File: src/rtl/csr_matrix_encoder.sv
// Dense-to-CSR encoder: takes one dense row per handshake and emits each non-zero as a
// (row, col, value) entry, while building the CSR row-pointer vector and the NNZ count.
module csr_matrix_encoder #(
    parameter int N  = 4,
    parameter int W  = 16,
    parameter int CW = $clog2(N),
    parameter int PW = $clog2(N*N+1)
) (
    input  logic                clk,
    input  logic                rst,
    input  logic                start,
    output logic                busy,
    input  logic                in_valid,
    output logic                in_ready,
    input  logic [N*W-1:0]      in_row,
    output logic                out_valid,
    input  logic                out_ready,
    output logic [W-1:0]        out_value,
    output logic [CW-1:0]       out_col,
    output logic [CW-1:0]       out_row,
    output logic [PW-1:0]       nnz,
    output logic [(N+1)*PW-1:0] row_ptr,
    output logic                done
);

    localparam logic [2:0] S_IDLE   = 3'd0;
    localparam logic [2:0] S_ACCEPT = 3'd1;
    localparam logic [2:0] S_SCAN   = 3'd2;
    localparam logic [2:0] S_EMIT   = 3'd3;
    localparam logic [2:0] S_FINISH = 3'd4;

    logic [2:0]          state_q, state_d;
    logic [CW-1:0]       r_q, r_d, c_q, c_d;
    logic [N-1:0][W-1:0] buf_q, buf_d;
    logic                ov_q, ov_d;
    logic [W-1:0]        val_q, val_d;
    logic [CW-1:0]       col_q, col_d, row_q, row_d;
    logic [PW-1:0]       nnz_q, nnz_d;
    logic [N:0][PW-1:0]  rp_q, rp_d;

    logic [W-1:0]  elem;
    logic          last_col, last_row, adv;
    logic [PW-1:0] cnt;
    logic [CW:0]   rp_idx;

    assign elem     = buf_q[c_q];
    assign last_col = (c_q == CW'(N-1));
    assign last_row = (r_q == CW'(N-1));
    assign rp_idx   = {1'b0, r_q} + 1'b1;

    always_comb begin
        state_d = state_q;
        r_d     = r_q;
        c_d     = c_q;
        buf_d   = buf_q;
        ov_d    = ov_q;
        val_d   = val_q;
        col_d   = col_q;
        row_d   = row_q;
        nnz_d   = nnz_q;
        rp_d    = rp_q;
        adv     = 1'b0;
        cnt     = nnz_q;
        case (state_q)
            S_IDLE: if (start) begin
                nnz_d   = '0;
                rp_d    = '0;
                r_d     = '0;
                c_d     = '0;
                state_d = S_ACCEPT;
            end
            S_ACCEPT: if (in_valid) begin
                buf_d   = in_row;
                c_d     = '0;
                state_d = S_SCAN;
            end
            S_SCAN: begin
                if (elem != '0) begin
                    val_d   = elem;
                    col_d   = c_q;
                    row_d   = r_q;
                    ov_d    = 1'b1;
                    state_d = S_EMIT;
                end else begin
                    adv = 1'b1;
                end
            end
            S_EMIT: if (out_ready) begin
                ov_d    = 1'b0;
                nnz_d   = nnz_q + PW'(1);
                cnt     = nnz_q + PW'(1);
                adv     = 1'b1;
                state_d = S_SCAN;
            end
            S_FINISH: state_d = S_IDLE;
            default:  state_d = S_IDLE;
        endcase
        // Column advance; at the last column the row is closed using the count including this entry.
        if (adv) begin
            if (last_col) begin
                rp_d[rp_idx] = cnt;
                if (last_row) begin
                    state_d = S_FINISH;
                end else begin
                    r_d     = r_q + CW'(1);
                    state_d = S_ACCEPT;
                end
            end else begin
                c_d = c_q + CW'(1);
            end
        end
    end

    always_ff @(posedge clk or posedge rst) begin
        if (rst) begin
            state_q <= S_IDLE;
            r_q     <= '0;
            c_q     <= '0;
            buf_q   <= '0;
            ov_q    <= 1'b0;
            val_q   <= '0;
            col_q   <= '0;
            row_q   <= '0;
            nnz_q   <= '0;
            rp_q    <= '0;
        end else begin
            state_q <= state_d;
            r_q     <= r_d;
            c_q     <= c_d;
            buf_q   <= buf_d;
            ov_q    <= ov_d;
            val_q   <= val_d;
            col_q   <= col_d;
            row_q   <= row_d;
            nnz_q   <= nnz_d;
            rp_q    <= rp_d;
        end
    end

    assign busy      = (state_q != S_IDLE);
    assign in_ready  = (state_q == S_ACCEPT);
    assign done      = (state_q == S_FINISH);
    assign out_valid = ov_q;
    assign out_value = val_q;
    assign out_col   = col_q;
    assign out_row   = row_q;
    assign nnz       = nnz_q;
    assign row_ptr   = rp_q;

endmodule

File: config.mk
export PLATFORM = sky130hd
export DESIGN_NAME = csr_matrix_encoder
export DESIGN_NICKNAME = d
export VERILOG_FILES = /design/src/rtl/csr_matrix_encoder.sv
export SDC_FILE = /design/constraint.sdc
export NUM_CORES = 1
export LEC_CHECK = 0
export BUFFER_PORTS_ARGS = -buffer_cell sky130_fd_sc_hd__buf_4
export CORE_MARGIN = 2
export CORE_UTILIZATION = 42
export CTS_CLUSTER_SIZE = 25
export DETAILED_ROUTE_END_ITERATION = 8
export MAX_ROUTING_LAYER = met4
export PLACE_DENSITY = 0.77
export SYNTH_ARGS = -nofsm -noshare
export SYNTH_HDL_FRONTEND = slang
export SYNTH_SLANG_ARGS = --single-unit
File: constraint.sdc
create_clock -name clk -period 4.6 [get_ports clk]
set_input_delay 0.92 -clock clk [delete_from_list [all_inputs] [get_ports clk]]
set_output_delay 0.92 -clock clk [all_outputs]
set_load 0.01 [all_outputs]
# Yosys cells after proc, flatten, opt, wreduce, memory -nomap -nowiden
# Index checks and enable logic that the tools add are counted.
[word_totals]
out_inout_bits = 54
word_cells = 80
ff_bits = 122
in_bits = 69
[op_classes]
n_mux = 37
eq_ne = 9
add_sub_neg = 4
n_reduce_logical = 10
n_lt_le_gt_ge = 3
[ops]
columns = ["cell", "count"]
rows = [
  ["$mux W25", 4],
  ["$bmux W16 S2", 1],
  ["$bwmux W25", 1],
  ["$mux W3", 7],
  ["$mux W5", 4],
  ["$mux W2", 9],
  ["$mux W16", 1],
  ["$reduce_bool A16 Y1", 1],
  ["$demux W5 S3", 1],
  ["$pmux W3 S4", 1],
  ["$pmux W5 S2", 1],
  ["$eq A3 B2 Y1 const B", 2],
  ["$ne A2 B2 Y1 const B", 3],
  ["$reduce_and A2 Y1", 3],
  ["$add A5 B1 Y5 const B", 1],
  ["$add A2 B1 Y2 const B", 2],
  ["$eq A2 B2 Y1 const B", 2],
  ["$lt A3 B4 Y1 const B", 1],
  ["$mux W1", 4],
  ["$pmux W1 S2", 2],
  ["$pmux W2 S2", 1],
  ["$reduce_bool A2 Y1", 2],
  ["$add A2 B1 Y3 const B", 1],
  ["$eq A3 B1 Y1 const B", 1],
  ["other kinds (7)", 7],
]

# Logic depth before layout (Yosys ltp)
[depth]
depth_word = 8
ltp_mapped = 10
depth_no_buf = 7

# Least setup slack after synthesis
# OpenSTA, ideal clock, no wires.
[synth_path]
path_kind = "reg-to-reg"
start = "register c_q[0]"
end = "register c_q[1]"
stages_incl_launch_ff = 9
slack_ns = 2.033
synth_period_minus_slack_ns = 2.567
arrival_time_ns = 2.442
required_time_ns = 4.475
cell_sequence = "dfrtp_1 > buf_6 > buf_8 > mux4_2 > nor4_2 > and4_4 > a21oi_4 > or4_4 > mux2_4"
[synth_via]
elab_chain_len = 6
[synth_lines]
columns = ["item", "line", "rtl"]
rows = [
  ["start, declared", "33", "logic [CW-1:0] r_q, r_d, c_q, c_d;"],
  ["start signal, assigned", "118", "c_q <= '0;"],
  ["start signal, assigned", "129", "c_q <= c_d;"],
  ["$bmux W16 S2", "46", "assign elem = buf_q[c_q];"],
  ["$mux W16 (not written as such)", "46", ""],
  ["$reduce_bool A16 Y1", "78", "if (elem != '0) begin"],
  ["$mux W1", "78", ""],
  ["$pmux W1 S2", "64", "case (state_q)"],
  ["$mux W2 *", "99", "if (adv) begin"],
  ["via c_d[1]", "33", ""],
]
# The timed path passes the listed nets; every way through them passes the cells marked *. The select of a mux whose other input is x is not followed.
# A chain may end at the register's enable or synchronous reset.

# Final worst setup path
[layout_path]
start = "register c_q[0]"
end = "register val_q[2], in the netlist out_value[2]"
[layout_via]
elab_chain_len = 4
[layout_lines]
columns = ["item", "line", "rtl"]
rows = [
  ["$bmux W16 S2 *", "46", ""],
  ["$mux W16 (not written as such) *", "46", ""],
  ["$reduce_bool A16 Y1", "78", ""],
  ["$reduce_and A2 Y1 (no source line)", "n/a", ""],
  ["end signal, assigned", "132", "val_q <= val_d;"],
  ["end, declared", "36", "logic [W-1:0] val_q, val_d;"],
]
# Every way passes the cells marked *; elsewhere a longest branch is shown, timed or not. The select of a mux whose other input is x is not followed.

==> parameters.txt <==
Parameter                              Value

STA
  Setup WS post-layout ... ~1100 ps
  Final worst-path cycle share ... 0.758
  Post-route worst hold slack ... 470 ps
  Max Slew Vio Count ... 0
  Worst clock skew on the final layout ... roughly 10 ps
  Count of final hold-check violations ... 0
  Setup repair after global routing missed its margin ... no
  Maximum clock frequency ... approximately 290 MHz
  Final setup violating endpoints ... 0
  Remaining max-slew budget at the tightest pin ... 0.262
  Time the final worst path needs with I/O delays and setup ... around 3500 ps
  Least-Margin Pin Slew ... approximately 1100 ps
  Final setup TNS ... 0 ps

Setup path
  Category of the critical setup timing path ... reg -> reg
  Critical Path Start Type ... flop
  Count of buffer and inverter cells on the critical path ... 1
  Critical path endpoint category ... flop
  Cell family with the largest share of critical-path delay ... simple AND/OR/NAND/NOR gates
  Largest incremental delay on the critical path ... around 900 ps
  Reg-to-reg slack, setup ... between 1000 and 1500 ps
  Required time reported for the critical path endpoint ... 4880 ps
  Crit path max fanout ... 20
  Worst EP arrival ... about 3800 ps
  Cell with the largest stage delay on the worst path ... dfrtp_1
  Cell Chain, Critical Path ... mux4_1 -> nor4_2 -> and4_4 -> nand2b_1 -> buf_4 -> mux2_2

Power and ir drop
  Comb pwr share ... 0.329
  Clock Power Share ... 0.280
  Leakage component of the power ... 3.59 nW
  Switching pwr ... between 1.5 and 2 mW
  Cell-internal power ... around 3.2 mW
  Worst supply voltage drop on vdd ... 285 uV
  Overall power consumption ... 4.76 mW
  Total power density per cell area ... 673 nW/um2
  Seq pwr share ... 0.391
  Net switching fraction of the power ... 0.333

Place
  Placer congestion estimate ... approximately 0.8
  Cell area after placement ... ~6500 um2
  Count of placed standard cells including taps ... 784
  Final HPWL from detailed placement ... between 9000 and 10000 um
  Worst setup slack after placement ... 1070 ps
  IO Port Bufs ... around 120

Finish
  Fillcell total ... ~1100
  Area Overhead vs Synth ... 30.0%
  Cell area after layout ... 7080 um2
  Antenna diode count ... 0
  Fraction of final layout cells sized beyond drive strength 1 ... 0.301
  Final std cells w/o fill ... 816
  Count of nets after finishing ... 707
  Fraction of the core area covered by cells at the end of the flow ... 0.561

Logic synthesis
  Dominant cells by area after synthesis ... dfrtp_1 (56%), nand2_1 (16%), mux2i_1 (5.3%)
  Share of async-settable or async-resettable flops after synthesis ... 1.00
  Net Count, Synth ... roughly 590
  EDFF count, synth ... 0
  Number of synthesized register bits ... around 120
  Portion of the post-synthesis area used by sequential elements ... 0.561
  Combined area of all synthesized cells ... between 5000 and 6000 um2
  Leading cell type by number of instances after synthesis ... nand2_1
  Leading register cell type out of synthesis ... dfrtp_1
  Area share of the leading cell type in the synthesized netlist ... 0.561
  Post-synth top area cell ... dfrtp_1
  YS warnings ... 0
  Number of library cell types mapped by synthesis ... 38
  Most used standard cells in the synthesized netlist ... nand2_1 (233), dfrtp_1 (122), mux2i_1 (29), mux2_2 (21), clkbuf_1 (15)
  Synthesized instance count ... approximately 500
  Synthesized area divided by synthesized cell count ... about 11 um2

Floorplan
  Die boundary width ... 118 um
  Starting density of the core ... 0.431
  DIE AREA ... roughly 14000 um2
  Vert. Die Dim ... 118 um
  Area of the core ... 12600 um2
  Cell row count ... 41
  IO Pins ... about 120

Hold path
  HP Class ... reg -> reg

Clocking
  Number of H-tree levels ... 4
  Clock buffer count from CTS ... 17
  Clock Tree Root ... clkbuf_16
  Clock tree from TritonCTS ... built
  Number of post-CTS setup repair buffers ... 0
  Number of instances resized during post-cts repair ... 0
  Worst-skew pair later-pin latency ... between 400 and 500 ps
  Clk buf depth ... 2
  Hold buffer count at cts ... 0
  Clock transition at the register clock pins on the worst setup and hold paths after CTS ... 50 ps
  CTS Sinks ... approximately 120

Outcome
  Result of the run ... finished clean

Global route
  Met2 track demand over resource in global routing ... 0.305
  First-pass GRT wire length ... between 20000 and 25000 um
  Total routing resource utilization after global routing ... 0.197
  Number of global-route vias before repair ... around 4200
  Met3 Resource Use GR ... 0.0494
  Global route overflow ... 0
  Most utilized layer in the global route result ... met2
  Maximum number of pins on one net before global-route repair ... 70
  Met1 Use GR ... 0.259
  Initial antenna violation count ... 0

Route
  Sum of routed wire length over all layers ... between 10000 and 15000 um
  Remaining DRCs ... 0
  Average vias per placed instance ... between 4 and 5
  Initial DRC count ... around 270
  Via total after detailed routing ... roughly 4000
  Final ANT Viol Nets ... 0
  Average wire per standard cell ... 15.6 um
  First-pass DRT Iterations ... 4

Run
  Maxcap violations ... 0
## placed cells by master (no fill, tap or decap), types with 7 or more instances in the layout
cell,count
inv_1,10
clkbuf_16,17
mux2i_1,29
mux2_2,21
o21ai_0,7
buf_4,125
dfrtp_1,122
ha_1,7
mux4_1,10
nand2_1,232
## power groups by stage
| stage | Combinational [mW] | Clock (mW) | Sequential [mW] |
|---|---|---|---|
| after global routing | 1.74 | 1.40 | 1.92 |
| after CTS | 1.59 | 1.35 | 1.86 |
| final | 1.57 | 1.33 | 1.86 |
| after detailed placement | 1.58 | 0 | 1.87 |
| after floorplan | 1.12 | 0 | 1.76 |
| after global placement | 1.49 | 0 | 1.85 |
## sequential cells by signal, summed over array words and instances, names as in the netlist
register	flops
buf_q	64
out_row	2
out_value	16
c_q	2
out_col	2
out_valid	1
r_q	2
nnz	5
state_q	3
row_ptr	25
## per-layer routing
layer | wire length [um] | vias to the layer above
met5 | 0 | -
met4 | 164 | 0
met3 | 713 | 18
met2 | 6030 | 151
met1 | 5830 | 1940
li1 | - | 1922
## worst reg2reg max path: stages (launching register included)
cell and delay (ps):
dfrtp_1 910, mux4_1 710, nor4_2 340, and4_4 280, nand2b_1 460, buf_4 310
mux2_2 360
## final timing paths
kind | end | cells past startpoint | start
min in group asynchronous | buf_q[15] | 2 | rst
worst max register to register | out_value[2] | 6 | c_q[0]
worst min-delay path | buf_q[59] | 2 | buf_q[59]
max in group asynchronous | buf_q[37] | 3 | rst
worst max-delay path | out_value[2] | 6 | c_q[0]
worst min register to register | buf_q[59] | 2 | buf_q[59]
## cell type report
cell class | count | area (um2) | area share
inverter | 11 | 43.8 | 0.00619
timing repair buffer | 125 | 938 | 0.133
tap | 172 | 215 | 0.0304
multi-input combinational | 354 | 2230 | 0.315
sequential | 122 | 3050 | 0.431
clock inverter | 10 | 144 | 0.0203
clock buffer | 22 | 454 | 0.0642
## kinds of logic after synthesis
group,count (synthesis),synth area share
simple gates,264,0.198
buf+inv,35,0.0303
flops,122,0.561
mux,67,0.173
compound gates,12,0.0149
xor+xnor,4,0.00644
fa+ha+maj,7,0.0161
No activity file was read; power rests on OpenSTA's default activity.
